**src/rtl/cache_axi_arbiter_pkg.sv**
```systemverilog
`default_nettype none
// ============================================================================
//  Module  : cache_axi_arbiter_pkg
//  Brief   : Shared types and helpers for the ICache/DCache AXI arbiter.
//  Revision: 1.0 - initial release
// ============================================================================
package cache_axi_arbiter_pkg;

    localparam int ADDR_BITS = 32;
    localparam int LINE_BITS = 128;

    typedef enum logic [1:0] {
        R_IDLE   = 2'd0,
        R_ICACHE = 2'd1,
        R_DCACHE = 2'd2
    } ArbReadStateType;

    typedef enum logic [0:0] {
        W_IDLE = 1'b0,
        W_BUSY = 1'b1
    } ArbWriteStateType;

    typedef enum logic [0:0] {
        ARB_ICACHE = 1'b0,
        ARB_DCACHE = 1'b1
    } ArbOwnerType;

    // Tie-break between two eligible requesters: alternate in RR mode, else DCache.
    function automatic ArbOwnerType rr_pick(input ArbOwnerType last, input logic rr_en);
        if (rr_en && (last == ARB_DCACHE))
            return ARB_ICACHE;
        return ARB_DCACHE;
    endfunction

endpackage
`default_nettype wire

```
**src/rtl/axi_bus_interface.sv**
```systemverilog
`default_nettype none
// ============================================================================
//  Module  : AXI_Bus_Interface
//  Brief   : Cache-line refill/writeback channel between caches and AXI bridge.
//  Revision: 1.0 - initial release
// ============================================================================
interface AXI_Bus_Interface;
    import cache_axi_arbiter_pkg::*;

    logic                 rd_req;
    logic [ADDR_BITS-1:0] rd_addr;
    logic                 rd_rdy;
    logic                 ret_valid;
    logic [LINE_BITS-1:0] ret_data;
    logic                 wr_req;
    logic [ADDR_BITS-1:0] wr_addr;
    logic [LINE_BITS-1:0] wr_data;
    logic                 wr_rdy;
    logic                 wr_valid;

    modport master (
        output rd_req, rd_addr, wr_req, wr_addr, wr_data,
        input  rd_rdy, ret_valid, ret_data, wr_rdy, wr_valid
    );

    modport slave (
        input  rd_req, rd_addr, wr_req, wr_addr, wr_data,
        output rd_rdy, ret_valid, ret_data, wr_rdy, wr_valid
    );

endinterface
`default_nettype wire

```
**src/rtl/cache_axi_arbiter.sv**
```systemverilog
`default_nettype none
// ============================================================================
//  Module  : cache_axi_arbiter
//  Brief   : Shares one line refill/writeback channel between ICache and DCache.
//  Revision: 1.0 - initial release
// ============================================================================
module cache_axi_arbiter
    import cache_axi_arbiter_pkg::*;
#(
    parameter int OFFSET_BITS = 4,
    parameter bit RR_ENABLE   = 1'b1
) (
    input  logic                    clk,
    input  logic                    rst,
    AXI_Bus_Interface.slave         icache_bus,
    AXI_Bus_Interface.slave         dcache_bus,
    AXI_Bus_Interface.master        axi_bus,
    output logic                    arb_busy
);

    localparam int LINE_ADDR_BITS = ADDR_BITS - OFFSET_BITS;

    ArbReadStateType             r_rd_state;
    ArbReadStateType             w_rd_state_nxt;
    ArbWriteStateType            r_wr_state;
    ArbWriteStateType            w_wr_state_nxt;
    ArbOwnerType                 r_last_grant;
    logic [LINE_ADDR_BITS-1:0]   r_wb_line;

    logic [LINE_ADDR_BITS-1:0]   w_rd_line;
    logic [LINE_ADDR_BITS-1:0]   w_wr_line;
    logic                        w_raw_hold;

    logic                        w_i_elig;
    logic                        w_d_elig;
    ArbOwnerType                 w_grant;
    logic                        w_rd_hs;
    logic                        w_axi_rd_req;
    logic [ADDR_BITS-1:0]        w_axi_rd_addr;
    logic                        w_i_rd_rdy;
    logic                        w_d_rd_rdy;
    logic                        w_i_ret_valid;
    logic                        w_d_ret_valid;

    logic                        w_wr_hs;
    logic                        w_axi_wr_req;
    logic                        w_d_wr_rdy;
    logic                        w_d_wr_valid;
    logic                        w_unused;

    assign w_rd_line = dcache_bus.rd_addr[ADDR_BITS-1:OFFSET_BITS];
    assign w_wr_line = dcache_bus.wr_addr[ADDR_BITS-1:OFFSET_BITS];

    // A DCache refill must not overtake a writeback of the same line.
    always_comb begin : raw_cmp
        w_raw_hold = 1'b0;
        if ((r_wr_state == W_BUSY) && (w_rd_line == r_wb_line))
            w_raw_hold = 1'b1;
        if (dcache_bus.wr_req && (w_rd_line == w_wr_line))
            w_raw_hold = 1'b1;
    end

    always_comb begin : rd_fsm
        w_rd_state_nxt = r_rd_state;
        w_rd_hs        = 1'b0;
        w_axi_rd_req   = 1'b0;
        w_axi_rd_addr  = '0;
        w_i_rd_rdy     = 1'b0;
        w_d_rd_rdy     = 1'b0;
        w_i_ret_valid  = 1'b0;
        w_d_ret_valid  = 1'b0;
        w_i_elig       = icache_bus.rd_req;
        w_d_elig       = dcache_bus.rd_req && !w_raw_hold;
        w_grant        = ARB_ICACHE;
        if (w_i_elig && w_d_elig)
            w_grant = rr_pick(r_last_grant, RR_ENABLE);
        else if (w_d_elig)
            w_grant = ARB_DCACHE;

        case (r_rd_state)
            R_IDLE: begin
                if (w_i_elig || w_d_elig) begin
                    w_axi_rd_req = 1'b1;
                    if (w_grant == ARB_ICACHE) begin
                        w_axi_rd_addr = icache_bus.rd_addr;
                        w_i_rd_rdy    = axi_bus.rd_rdy;
                    end else begin
                        w_axi_rd_addr = dcache_bus.rd_addr;
                        w_d_rd_rdy    = axi_bus.rd_rdy;
                    end
                    if (axi_bus.rd_rdy) begin
                        w_rd_hs = 1'b1;
                        if (w_grant == ARB_ICACHE)
                            w_rd_state_nxt = R_ICACHE;
                        else
                            w_rd_state_nxt = R_DCACHE;
                    end
                end
            end
            R_ICACHE: begin
                w_i_ret_valid = axi_bus.ret_valid;
                if (axi_bus.ret_valid)
                    w_rd_state_nxt = R_IDLE;
            end
            R_DCACHE: begin
                w_d_ret_valid = axi_bus.ret_valid;
                if (axi_bus.ret_valid)
                    w_rd_state_nxt = R_IDLE;
            end
            default: w_rd_state_nxt = R_IDLE;
        endcase
    end

    always_comb begin : wr_fsm
        w_wr_state_nxt = r_wr_state;
        w_wr_hs        = 1'b0;
        w_axi_wr_req   = 1'b0;
        w_d_wr_rdy     = 1'b0;
        w_d_wr_valid   = 1'b0;
        case (r_wr_state)
            W_IDLE: begin
                w_axi_wr_req = dcache_bus.wr_req;
                w_d_wr_rdy   = axi_bus.wr_rdy;
                if (dcache_bus.wr_req && axi_bus.wr_rdy) begin
                    w_wr_hs        = 1'b1;
                    w_wr_state_nxt = W_BUSY;
                end
            end
            W_BUSY: begin
                w_d_wr_valid = axi_bus.wr_valid;
                if (axi_bus.wr_valid)
                    w_wr_state_nxt = W_IDLE;
            end
            default: w_wr_state_nxt = W_IDLE;
        endcase
    end

    always_ff @(posedge clk or posedge rst) begin
        if (rst) begin
            r_rd_state   <= R_IDLE;
            r_wr_state   <= W_IDLE;
            r_last_grant <= ARB_DCACHE;
            r_wb_line    <= '0;
        end else begin
            r_rd_state <= w_rd_state_nxt;
            r_wr_state <= w_wr_state_nxt;
            if (w_rd_hs)
                r_last_grant <= w_grant;
            if (w_wr_hs)
                r_wb_line <= w_wr_line;
        end
    end

    // Handshake outputs are forced low for the whole time reset is asserted.
    assign axi_bus.rd_req       = w_axi_rd_req & ~rst;
    assign axi_bus.rd_addr      = w_axi_rd_addr;
    assign axi_bus.wr_req       = w_axi_wr_req & ~rst;
    assign axi_bus.wr_addr      = dcache_bus.wr_addr;
    assign axi_bus.wr_data      = dcache_bus.wr_data;

    assign icache_bus.rd_rdy    = w_i_rd_rdy & ~rst;
    assign icache_bus.ret_valid = w_i_ret_valid & ~rst;
    assign icache_bus.ret_data  = axi_bus.ret_data;
    assign icache_bus.wr_rdy    = 1'b0;
    assign icache_bus.wr_valid  = 1'b0;

    assign dcache_bus.rd_rdy    = w_d_rd_rdy & ~rst;
    assign dcache_bus.ret_valid = w_d_ret_valid & ~rst;
    assign dcache_bus.ret_data  = axi_bus.ret_data;
    assign dcache_bus.wr_rdy    = w_d_wr_rdy & ~rst;
    assign dcache_bus.wr_valid  = w_d_wr_valid & ~rst;

    assign arb_busy = (r_rd_state != R_IDLE) || (r_wr_state != W_IDLE);

    assign w_unused = ^{icache_bus.wr_req, icache_bus.wr_addr, icache_bus.wr_data};

endmodule
`default_nettype wire

```
**src/flat_wrapper.sv**
```systemverilog
// flat-port wrapper written by rule: the top's interface ports become plain ports
module cache_axi_arbiter_flat import cache_axi_arbiter_pkg::*;
#(
    parameter int OFFSET_BITS = 4,
    parameter bit RR_ENABLE   = 1'b1
)
  (clk, rst, arb_busy, icache_bus_rd_req, icache_bus_rd_addr, icache_bus_wr_req, icache_bus_wr_addr, icache_bus_wr_data, icache_bus_rd_rdy, icache_bus_ret_valid, icache_bus_ret_data, icache_bus_wr_rdy, icache_bus_wr_valid, dcache_bus_rd_req, dcache_bus_rd_addr, dcache_bus_wr_req, dcache_bus_wr_addr, dcache_bus_wr_data, dcache_bus_rd_rdy, dcache_bus_ret_valid, dcache_bus_ret_data, dcache_bus_wr_rdy, dcache_bus_wr_valid, axi_bus_rd_req, axi_bus_rd_addr, axi_bus_wr_req, axi_bus_wr_addr, axi_bus_wr_data, axi_bus_rd_rdy, axi_bus_ret_valid, axi_bus_ret_data, axi_bus_wr_rdy, axi_bus_wr_valid);
  AXI_Bus_Interface icache_bus_i ();
  AXI_Bus_Interface dcache_bus_i ();
  AXI_Bus_Interface axi_bus_i ();
  input  logic clk;
  input  logic rst;
  output logic arb_busy;
  input wire logic [$bits(icache_bus_i.rd_req)-1:0] icache_bus_rd_req;
  input wire logic [$bits(icache_bus_i.rd_addr)-1:0] icache_bus_rd_addr;
  input wire logic [$bits(icache_bus_i.wr_req)-1:0] icache_bus_wr_req;
  input wire logic [$bits(icache_bus_i.wr_addr)-1:0] icache_bus_wr_addr;
  input wire logic [$bits(icache_bus_i.wr_data)-1:0] icache_bus_wr_data;
  output wire logic [$bits(icache_bus_i.rd_rdy)-1:0] icache_bus_rd_rdy;
  output wire logic [$bits(icache_bus_i.ret_valid)-1:0] icache_bus_ret_valid;
  output wire logic [$bits(icache_bus_i.ret_data)-1:0] icache_bus_ret_data;
  output wire logic [$bits(icache_bus_i.wr_rdy)-1:0] icache_bus_wr_rdy;
  output wire logic [$bits(icache_bus_i.wr_valid)-1:0] icache_bus_wr_valid;
  input wire logic [$bits(dcache_bus_i.rd_req)-1:0] dcache_bus_rd_req;
  input wire logic [$bits(dcache_bus_i.rd_addr)-1:0] dcache_bus_rd_addr;
  input wire logic [$bits(dcache_bus_i.wr_req)-1:0] dcache_bus_wr_req;
  input wire logic [$bits(dcache_bus_i.wr_addr)-1:0] dcache_bus_wr_addr;
  input wire logic [$bits(dcache_bus_i.wr_data)-1:0] dcache_bus_wr_data;
  output wire logic [$bits(dcache_bus_i.rd_rdy)-1:0] dcache_bus_rd_rdy;
  output wire logic [$bits(dcache_bus_i.ret_valid)-1:0] dcache_bus_ret_valid;
  output wire logic [$bits(dcache_bus_i.ret_data)-1:0] dcache_bus_ret_data;
  output wire logic [$bits(dcache_bus_i.wr_rdy)-1:0] dcache_bus_wr_rdy;
  output wire logic [$bits(dcache_bus_i.wr_valid)-1:0] dcache_bus_wr_valid;
  output wire logic [$bits(axi_bus_i.rd_req)-1:0] axi_bus_rd_req;
  output wire logic [$bits(axi_bus_i.rd_addr)-1:0] axi_bus_rd_addr;
  output wire logic [$bits(axi_bus_i.wr_req)-1:0] axi_bus_wr_req;
  output wire logic [$bits(axi_bus_i.wr_addr)-1:0] axi_bus_wr_addr;
  output wire logic [$bits(axi_bus_i.wr_data)-1:0] axi_bus_wr_data;
  input wire logic [$bits(axi_bus_i.rd_rdy)-1:0] axi_bus_rd_rdy;
  input wire logic [$bits(axi_bus_i.ret_valid)-1:0] axi_bus_ret_valid;
  input wire logic [$bits(axi_bus_i.ret_data)-1:0] axi_bus_ret_data;
  input wire logic [$bits(axi_bus_i.wr_rdy)-1:0] axi_bus_wr_rdy;
  input wire logic [$bits(axi_bus_i.wr_valid)-1:0] axi_bus_wr_valid;
  assign icache_bus_i.rd_req = icache_bus_rd_req;
  assign icache_bus_i.rd_addr = icache_bus_rd_addr;
  assign icache_bus_i.wr_req = icache_bus_wr_req;
  assign icache_bus_i.wr_addr = icache_bus_wr_addr;
  assign icache_bus_i.wr_data = icache_bus_wr_data;
  assign icache_bus_rd_rdy = icache_bus_i.rd_rdy;
  assign icache_bus_ret_valid = icache_bus_i.ret_valid;
  assign icache_bus_ret_data = icache_bus_i.ret_data;
  assign icache_bus_wr_rdy = icache_bus_i.wr_rdy;
  assign icache_bus_wr_valid = icache_bus_i.wr_valid;
  assign dcache_bus_i.rd_req = dcache_bus_rd_req;
  assign dcache_bus_i.rd_addr = dcache_bus_rd_addr;
  assign dcache_bus_i.wr_req = dcache_bus_wr_req;
  assign dcache_bus_i.wr_addr = dcache_bus_wr_addr;
  assign dcache_bus_i.wr_data = dcache_bus_wr_data;
  assign dcache_bus_rd_rdy = dcache_bus_i.rd_rdy;
  assign dcache_bus_ret_valid = dcache_bus_i.ret_valid;
  assign dcache_bus_ret_data = dcache_bus_i.ret_data;
  assign dcache_bus_wr_rdy = dcache_bus_i.wr_rdy;
  assign dcache_bus_wr_valid = dcache_bus_i.wr_valid;
  assign axi_bus_rd_req = axi_bus_i.rd_req;
  assign axi_bus_rd_addr = axi_bus_i.rd_addr;
  assign axi_bus_wr_req = axi_bus_i.wr_req;
  assign axi_bus_wr_addr = axi_bus_i.wr_addr;
  assign axi_bus_wr_data = axi_bus_i.wr_data;
  assign axi_bus_i.rd_rdy = axi_bus_rd_rdy;
  assign axi_bus_i.ret_valid = axi_bus_ret_valid;
  assign axi_bus_i.ret_data = axi_bus_ret_data;
  assign axi_bus_i.wr_rdy = axi_bus_wr_rdy;
  assign axi_bus_i.wr_valid = axi_bus_wr_valid;
  cache_axi_arbiter #(.OFFSET_BITS(OFFSET_BITS), .RR_ENABLE(RR_ENABLE)) u_core (.clk(clk), .rst(rst), .icache_bus(icache_bus_i), .dcache_bus(dcache_bus_i), .axi_bus(axi_bus_i), .arb_busy(arb_busy));
endmodule
```
**config.mk**
```make
export PLATFORM = sky130hd
export DESIGN_NAME = cache_axi_arbiter_flat
export DESIGN_NICKNAME = d
export VERILOG_FILES = /design/src/rtl/cache_axi_arbiter_pkg.sv /design/src/rtl/axi_bus_interface.sv /design/src/rtl/cache_axi_arbiter.sv /design/src/flat_wrapper.sv
export SDC_FILE = /design/constraint.sdc
export NUM_CORES = 1
export LEC_CHECK = 0
export CAP_MARGIN = 10
export CORE_AREA = 2 2 384 386
export CTS_CLUSTER_SIZE = 30
export DETAILED_ROUTE_END_ITERATION = 8
export DIE_AREA = 0 0 386 388
export PLACE_DENSITY = 0.35
export SLEW_MARGIN = 10
export SYNTH_ARGS = -nofsm -noshare
export SYNTH_HDL_FRONTEND = slang
export SYNTH_SLANG_ARGS = --single-unit
```
**constraint.sdc**
```tcl
create_clock -name clk -period 4 [get_ports clk]
set_input_delay 0.8 -clock clk [delete_from_list [all_inputs] [get_ports clk]]
set_output_delay 0.8 -clock clk [all_outputs]
set_load 0.005 [all_outputs]
```
# After elaboration in Yosys (flattened, before gate mapping)
# Index checks and enable logic that the tools add are counted.
[word_totals]
register_bits = 32
in_bits = 522
elab_cells = 69
[classes]
n_eq_ne = 7
muxes = 36
n_bitwise = 10
n_reduce_logical = 12
[op_table]
columns = ["cell", "n"]
rows = [
  ["2-to-1 mux 32 bit", 3],
  ["equality test 28 bit", 2],
  ["2-to-1 mux 1 bit", 27],
  ["AND 1 bit", 8],
  ["2-to-1 mux 2 bit", 4],
  ["logical AND 1 bit", 5],
  ["!= test 2 x 1 -> 1 bit (second input constant)", 2],
  ["one-hot mux 2 bit (2 select lines)", 1],
  ["AND reduction 3 bit", 1],
  ["equality test 2 x 1 -> 1 bit (second input constant)", 1],
  ["equality test 2 bit (second input constant)", 1],
  ["zero test 2 bit", 1],
  ["logical OR 1 bit", 2],
  ["!= test 2 bit (second input constant)", 1],
  ["NOT 1 bit", 2],
  ["one-hot mux 1 bit (2 select lines)", 1],
  ["nonzero test 2 bit", 1],
  ["OR reduction 2 bit", 1],
  ["zero test 1 bit", 1],
]

# Logic depth before layout (Yosys ltp)
# Gate-level depths: netlist (run 1).
[depth]
word_depth = 14
depth_mapped = 9
ltp_nobuf = 7

# Least setup slack after synthesis (run 1)
# OpenSTA, ideal clock, no wires.
[synth_timing]
kind = "input to output"
from = "in dcache_bus_rd_addr[29]"
to = "out axi_bus_rd_addr[10]"
arrival_time_ps = 2322
required_ps = 3200
path_slack_ps = 878
stages = 9
path_buffers = 2
path_cell_list = "xor2_1 nor4_1 nand3_1 o41a_1 nand3_1 buf_6 buf_8 mux2i_1 nor2_2"
[synth_between]
elab_chain_len = 11
[synth_lines]
columns = ["item", "line_no", "text"]
rows = [
  ["start: declaration", "flat_wrapper.sv:25", "input wire logic [$bits(dcache_bus_i.rd_addr)-1:0] dcache_bus_rd_addr;"],
  ["equality test 28 bit", "cache_axi_arbiter.sv:57", "if ((r_wr_state == W_BUSY) && (w_rd_line == r_wb_line))"],
  ["logical AND 1 bit", "cache_axi_arbiter.sv:57", ""],
  ["2-to-1 mux 1 bit", "cache_axi_arbiter.sv:57", ""],
  ["2-to-1 mux 1 bit (*)", "cache_axi_arbiter.sv:59", "if (dcache_bus.wr_req && (w_rd_line == w_wr_line))"],
  ["zero test 1 bit (*)", "cache_axi_arbiter.sv:73", "w_d_elig = dcache_bus.rd_req && !w_raw_hold;"],
  ["logical AND 1 bit (*)", "cache_axi_arbiter.sv:73", ""],
  ["2-to-1 mux 1 bit or logical AND 1 bit (tied branches)", "cache_axi_arbiter.sv:77, cache_axi_arbiter.sv:75", ""],
  ["2-to-1 mux 1 bit", "cache_axi_arbiter.sv:75", "if (w_i_elig && w_d_elig)"],
  ["2-to-1 mux 32 bit", "cache_axi_arbiter.sv:84", "if (w_grant == ARB_ICACHE) begin"],
  ["2-to-1 mux 32 bit (*)", "cache_axi_arbiter.sv:82", "if (w_i_elig || w_d_elig) begin"],
  ["2-to-1 mux 32 bit (*)", "cache_axi_arbiter.sv:80", "case (r_rd_state)"],
  ["end: declaration", "flat_wrapper.sv:35", "output wire logic [$bits(axi_bus_i.rd_addr)-1:0] axi_bus_rd_addr;"],
]
# Mark *: on every way between the ends. The rest lies on a longest branch, timed or not.

# Worst setup path after layout (run 1)
[layout_timing]
from = "in dcache_bus_rd_addr[18]"
to = "out axi_bus_rd_addr[23]"
# Same word-level chain as after synthesis.

==> results.yml, run 1 <==
die:
  initial_utilization_pct: 3.886
  io_pins: 981
  num_rows: 140
  chipWidth_um: 386
  chipHeight_um: 388
  coreArea_um2: 145200
  dieArea_um2: 149800
sta:
  min_period_over_period_pct: 107.8
  fin_worst_skew_ps: 8.539
  hold_viol: 0
  tightest_slew_ps: 528.9
  slew_headroom_pct: 64.74
  whs_ps: 526.1
  min_period_ps: 4314
  fin_ws_ps: -314.0
  rsz0062_at_grt: "true"
  maxSlewViolCount: 0
  setup_viol: 34
  fmax_ghz: 0.2318
setup_path:
  critPathMaxFanout: 5
  critPathCaptureType: "output pin"
  reg2regPathDepth: 12
  worstPathCellList: "clkdlybuf4s50_1 -> buf_4 -> xor2_1 -> nor4_1 -> buf_4 -> nand4_1 -> buf_4 -> a21oi_4 -> buf_6 -> nand2b_4 -> buf_12 -> buf_16 -> buf_6 -> nor2_4 -> buf_12"
  r2r_start: "u_core.r_wb_line[3]$_DFFE_PP0P_"
  worstPathArrival_ps: 3510
  slowest_stage: "clkdlybuf4s50_1"
  path_class: "in2out"
  worstSetupStartpoint: "dcache_bus_rd_addr[18]"
  startpoint_type: "input pin"
  r2r_slack_ps: 1240
  crit_top_cell: "buf_4"
  reg2reg_to: "u_core.r_rd_state[0]$_DFFE_PP0P_"
  crit_family: "buffers and inverters"
  required_ps: 3200
  crit_path_max_incr_delay_ps: 530
  crit_buf_inv: 9
pwr:
  switching_share_pct: 37.58
  cellPowerDensity_nw_per_um2: 303.4
  power.total_w: 0.002443
  p_switching_w: 0.0009181
  combPwrFrac_pct: 60.7
  clkPwrFrac_pct: 20.2
  leakagePower_nw: 2.733
  p_seq_share_pct: 19.1
  p_int_w: 0.001525
  ir_drop_v: 0.0001884
finish:
  final_cell_area_um2: 8051
  drive_gt1_share_pct: 43.40
  layout_commonest_cell: "clkdlybuf4s50_1"
  nets: 1054
  mostFrequentLayoutCells: "110 x clkdlybuf4s50_1, 93 x buf_4, 31 x dfrtp_1, 28 x mux2_2, 27 x xor2_1"
  synthToLayoutAreaGrowth_pct: 42.68
yosys:
  yosys.area.top_type: "buf_4"
  ys_top_cells_by_area: "buf_4 56%, dfrtp_1 14%, mux2i_1 5.7%"
  yosys_warnings: 0
  synth_area_per_cell_um2: 8.511
  yosysTopAreaCellShare_pct: 55.74
  yosysSeqAreaShare_pct: 14.21
  netlist_area_um2: 5643
  ys_ff_latch: 32
  syn_inst: 663
  yosysUniqueCellTypes: 32
worst_hold_path:
  hp-class: "reg2reg"
  hold_path_end: "u_core.r_wb_line[20]$_DFFE_PP0P_"
  holdPathStages: 1
  worstHoldStart: "u_core.r_wb_line[20]$_DFFE_PP0P_"
drt:
  antenna_left: 0
  routed-via-count: 3632
  first_pass_iters: 4
  routed_wl_mm: 58.92
  drt_iter0_markers: 128
  viasPerCell: 1.484
  post-route-drc-count: 0
  wire_per_inst_um: 24.07
placement:
  pre_cts_slack_ps: -2237
  gp_congestion: 0.7583
  dp_hpwl_mm: 54.62
  port_buffers: 169
  postPlaceCellArea_um2: 7196
clock_network:
  cts_buffer_depth: 2
  cts_tree: "yes"
  clk_pin_slew_ps: 60
  ctsHtreeMaxLevel: 2
  cts_buffers: 5
  ctsHoldBuffers: 0
  clk_latency_ps: 310
  cts.sinks: 32
  cts-root-buf: "clkbuf_16"
grt:
  antenna_found_initial: 6
  grt_pass1_vias: 4011
  grt_use_total_pct: 7.530
  grt_overflow: 0
  grt_max_degree: 31
  grt_pass1_wl_mm: 67.21
outcome:
  violations: "setup timing"
  status: "complete, but fails checks"
run:
  maxCapViolCount: 0
==> flip-flops by register name, summed over array words and instances, names as in the netlist <==
signal	flops
u_core.r_wr_state	1
u_core.r_rd_state	2
u_core.r_wb_line	28
u_core.r_last_grant	1
==> stage by stage <==
| step | util (%) | cells | setup TNS (ps) |
|---|---|---|---|
| after CTS | 5.461 | 2445 | -16230 |
| final | 5.545 | 2448 | -8148 |
| after detailed placement | 4.955 | 2408 | -72760 |
| after global placement | 4.955 | 2408 | -73580 |
| after floorplan | - | 664 | 0 |
| after global routing | 5.543 | 2447 | -12410 |
==> worst reg2reg max path: cells and delay by family (launching register included) <==
kind,cells,cell delay [ps]
AO/OA/AOI/OAI,2,580
XOR/XNOR,1,230
buffers and inverters,5,720
flip-flops,1,440
AND/OR/NAND/NOR,4,720
==> synth_stat cells <==
library cell  number
a21oi_2            1
a311o_2            1
a31o_2             1
and2_1             1
and3_1             5
buf_1              1
buf_4            419
buf_6              4
buf_8              3
clkbuf_1           2
conb_1             1
dfrtp_1           31
dfstp_2            1
ha_1               3
inv_1              4
mux2_2            28
mux2i_1           32
nand2_1            5
nand2b_1           2
nand3_1            3
nand4_1            8
nor2_1            30
nor2_2             3
nor2b_1            1
nor3_1             2
nor4_1             8
nor4b_1            2
o21ai_0            3
o31ai_1            1
o41a_1             1
xnor2_1           26
xor2_1            30
==> per-layer routing <==
layer / GRT usage, % / share of wire [%] / up-vias
met3: 11.36 / 33 / 89
met2: 12.95 / 48 / 588
met1: 3.514 / 16 / 1537
li1: - / - / 1414
met5: 0.3574 / 0.039 / -
met4: 1.846 / 2.6 / 4
==> cells by family (layout without fill, tap and decap cells) <==
group	Yosys count	count (layout)	synth area share [%]
AO/OA/AOI/OAI	8	8	1.109
XOR/XNOR	56	56	8.692
adder cells (fa/ha/maj)	3	3	0.6653
buffers and inverters	433	299	57.80
flip-flops	32	32	14.21
multiplexers	60	60	11.26
other	1	3	0.06646
AND/OR/NAND/NOR	70	70	6.187
==> final cells by class <==
class                   count  area (µm²)
flip-flops and latches     32       802.0
inverters                   4       15.01
repair buffers            287        2783
multi-input cells         199        1883
diodes                      1       2.502
clock inverters             3       42.54
fillers                 17110      137200
clock buffers               5       125.1
well taps                1917        2399
==> how the worst max path moves through the flow <==
stage                                endpoint  cells past startpoint
after global placement    axi_bus_rd_addr[10]                     11
after detailed placement  axi_bus_rd_addr[10]                     11
after global routing      axi_bus_rd_addr[23]                     15
after CTS                 axi_bus_rd_addr[23]                     15
after floorplan           axi_bus_rd_addr[10]                      9
final                     axi_bus_rd_addr[23]                     15
==> what timing repair did <==
item | in CTS | in global routing
setup endpoints to repair | 38 | 35
pin swaps | 14 | 11
setup buffers | 26 | 4
resized for setup | 187 | 34
cloned | 4 | 0
==> power groups by stage <==
stage / Combinational, W / Clock, W / Sequential [W]
6_report: 0.00148 / 0.000493 / 0.000466
5_1_grt: 0.00161 / 0.000530 / 0.000479
4_1_cts: 0.00154 / 0.000528 / 0.000470
3_5_place_dp: 0.00113 / 0 / 0.000473
3_3_place_gp: 0.00114 / 0 / 0.000472
2_1_floorplan: 0.000762 / 0 / 0.000447
(Power assumes the default switching activity.)
==> run 2, diff against run 1 <==
SKIP_LAST_GASP = 1   (was unset)
==> run 2 against run 1 <==
The run still ends with setup timing left. Sequential power hardly changed. Sequential cell count stayed put. Combinational power hardly changed. Clock skew hardly changed. Final area is 0.31% lower. Non-clock buffer count is 1 lower. Worst setup slack better by 22 ps. Power is 0.54% lower. First-iteration DRC count is 3.1% lower. Worst hold slack hardly changed. Register-to-register slack hardly changed.
==> results.yml, run 2 (synthesized netlist as in run 1, its figures left out) <==
sta:
  tightest_slew_ps: 527.0
  setup_viol: 33
  slew_headroom_pct: 64.86
  fin_setup_tns_ps: -7699
  min_period_over_period_pct: 107.3
  fmax_ghz: 0.2330
  hold_viol: 0
  fin_ws_ps: -292.1
  whs_ps: 525.8
  min_period_ps: 4292
  fin_worst_skew_ps: 8.525
  maxSlewViolCount: 0
  rsz0062_at_grt: "true"
worst_hold_path:
  worstHoldStart: "u_core.r_wb_line[0]$_DFFE_PP0P_"
  hp-class: "reg2reg"
  holdPathStages: 1
  hold_path_end: "u_core.r_wb_line[0]$_DFFE_PP0P_"
setup_path:
  critPathCaptureType: "output pin"
  worstPathArrival_ps: 3490
  reg2regPathDepth: 12
  startpoint_type: "input pin"
  required_ps: 3200
  reg2reg_to: "u_core.r_rd_state[0]$_DFFE_PP0P_"
  r2r_start: "u_core.r_wb_line[3]$_DFFE_PP0P_"
  path_class: "in2out"
  critPathMaxFanout: 5
  r2r_slack_ps: 1250
die:
  coreArea_um2: 145200
  io_pins: 981
  dieArea_um2: 149800
  initial_utilization_pct: 3.886
  num_rows: 140
  chipHeight_um: 388
  chipWidth_um: 386
clock_network:
  ctsHoldBuffers: 0
  ctsHtreeMaxLevel: 2
  cts_buffers: 5
  cts.sinks: 32
  cts-root-buf: "clkbuf_16"
  clk_latency_ps: 310
  cts_tree: "yes"
  cts_buffer_depth: 2
  clk_pin_slew_ps: 60
drt:
  antenna_left: 0
  routed_wl_mm: 58.89
  viasPerCell: 1.479
  post-route-drc-count: 0
  drt_iter0_markers: 124
  routed-via-count: 3618
  first_pass_iters: 4
  wire_per_inst_um: 24.07
finish:
  utilization_pct: 5.527
  synthToLayoutAreaGrowth_pct: 42.24
  largest_reg_flops: 28
  regMostFlops: "u_core.r_wb_line"
  drive_gt1_share_pct: 43.10
  layout_commonest_cell: "clkdlybuf4s50_1"
  mostFrequentLayoutCells: "110 x clkdlybuf4s50_1, 95 x buf_4, 31 x dfrtp_1, 28 x mux2_2, 27 x xor2_1"
  reg.largest.list: "u_core.r_wb_line (28), u_core.r_rd_state (2)"
  nets: 1053
pwr:
  p_seq_share_pct: 19.2
  combPwrFrac_pct: 60.6
  ir_drop_v: 0.0001884
  p_switching_w: 0.0009105
  leakagePower_nw: 2.725
  clkPwrFrac_pct: 20.2
  cellPowerDensity_nw_per_um2: 302.7
  switching_share_pct: 37.48
  p_int_w: 0.001519
grt:
  grt_pass1_vias: 4004
  antenna_found_initial: 6
  grt_use_total_pct: 7.523
  grt_pass1_wl_mm: 67.14
  grt_max_degree: 31
  grt_overflow: 0
placement:
  dp_hpwl_mm: 54.62
  gp_congestion: 0.7583
  port_buffers: 169
outcome:
  status: "complete, but fails checks"
  violations: "setup timing"
run:
  maxCapViolCount: 0
-- run 2: cell count changes in the layout (fill, tap and decap cells not counted), sizes merged --
cell and delta:
buf -2, clkdlybuf4s15 +1
-- run 2: how the worst max path moves through the flow --
| stage | start | endpoint | slack, ps | depth (start not counted) |
|---|---|---|---|---|
| 2_1_floorplan | dcache_bus_rd_addr[29] | axi_bus_rd_addr[10] | 880 | 9 |
| 3_3_place_gp | dcache_bus_rd_addr[13] | axi_bus_rd_addr[10] | -2240 | 11 |
| 3_5_place_dp | dcache_bus_rd_addr[13] | axi_bus_rd_addr[10] | -2240 | 11 |
| 4_1_cts | dcache_bus_rd_addr[13] | axi_bus_rd_addr[23] | -560 | 15 |
| 5_1_grt | dcache_bus_rd_addr[13] | axi_bus_rd_addr[23] | -440 | 15 |
| 6_report | dcache_bus_rd_addr[18] | axi_bus_rd_addr[23] | -290 | 15 |
-- run 2: per-stage QoR --
step / cells / worst slack [ps] / instance area, µm² / total power, W
after floorplan: 664 / 878.4 / 5647 / 0.001209
after global placement: 2408 / -2244 / 7196 / 0.001611
after detailed placement: 2408 / -2237 / 7196 / 0.001605
after CTS: 2445 / -562.5 / 7913 / 0.002530
after global routing: 2446 / -438.3 / 8024 / 0.002606
final: 2447 / -292.1 / 8026 / 0.002430
-- run 2: cell type report --
class	count	area (µm²)
inverter	4	15.01
clock inverter	3	42.54
multi-input combinational	199	1871
timing repair buffer	286	2770
clock buffer	5	125.1
tap	1917	2399
antenna	1	2.502
sequential	32	802.0
fill	17110	137200
-- run 2: what timing repair did --
| action | CTS | global route |
|---|---|---|
| setup endpoints to repair | 38 | 35 |
| setup buffers | 26 | 3 |
| cloned | 4 | 0 |
| gates resized for setup | 181 | 34 |
| pin swaps | 13 | 12 |
-- run 2: power groups by stage --
| stage | Sequential [W] | Clock (W) | Combinational, W |
|---|---|---|---|
| 2_1_floorplan | 0.000447 | 0 | 0.000762 |
| 6_report | 0.000466 | 0.000490 | 0.00147 |
| 5_1_grt | 0.000479 | 0.000530 | 0.00160 |
| 3_3_place_gp | 0.000472 | 0 | 0.00114 |
| 4_1_cts | 0.000470 | 0.000528 | 0.00153 |
| 3_5_place_dp | 0.000473 | 0 | 0.00113 |
-- run 2: critical path, cell delays in order --
cell,delay [ps]
clkdlybuf4s50_1,510
buf_4,200
xor2_1,130
nor4_1,290
buf_4,190
nand4_1,160
buf_4,200
a21oi_4,130
buf_6,130
nand2b_4,140
buf_12,150
buf_16,130
buf_6,100
nor2_4,30
buf_12,140
-- run 2: routing by layer --
metal	up-vias	wire length [µm]	track usage [%]
met1	1525	9485	3.503
met5	-	23	0.3574
li1	1410	-	-
met4	4	1622	1.875
met3	88	19610	11.36
met2	591	28160	12.94
==> run 3, diff against run 2 <==
CAP_MARGIN = unset   (was 10)
==> results of run 3 <==
No change in the layout: final DEF, timing and power equal those of run 2.
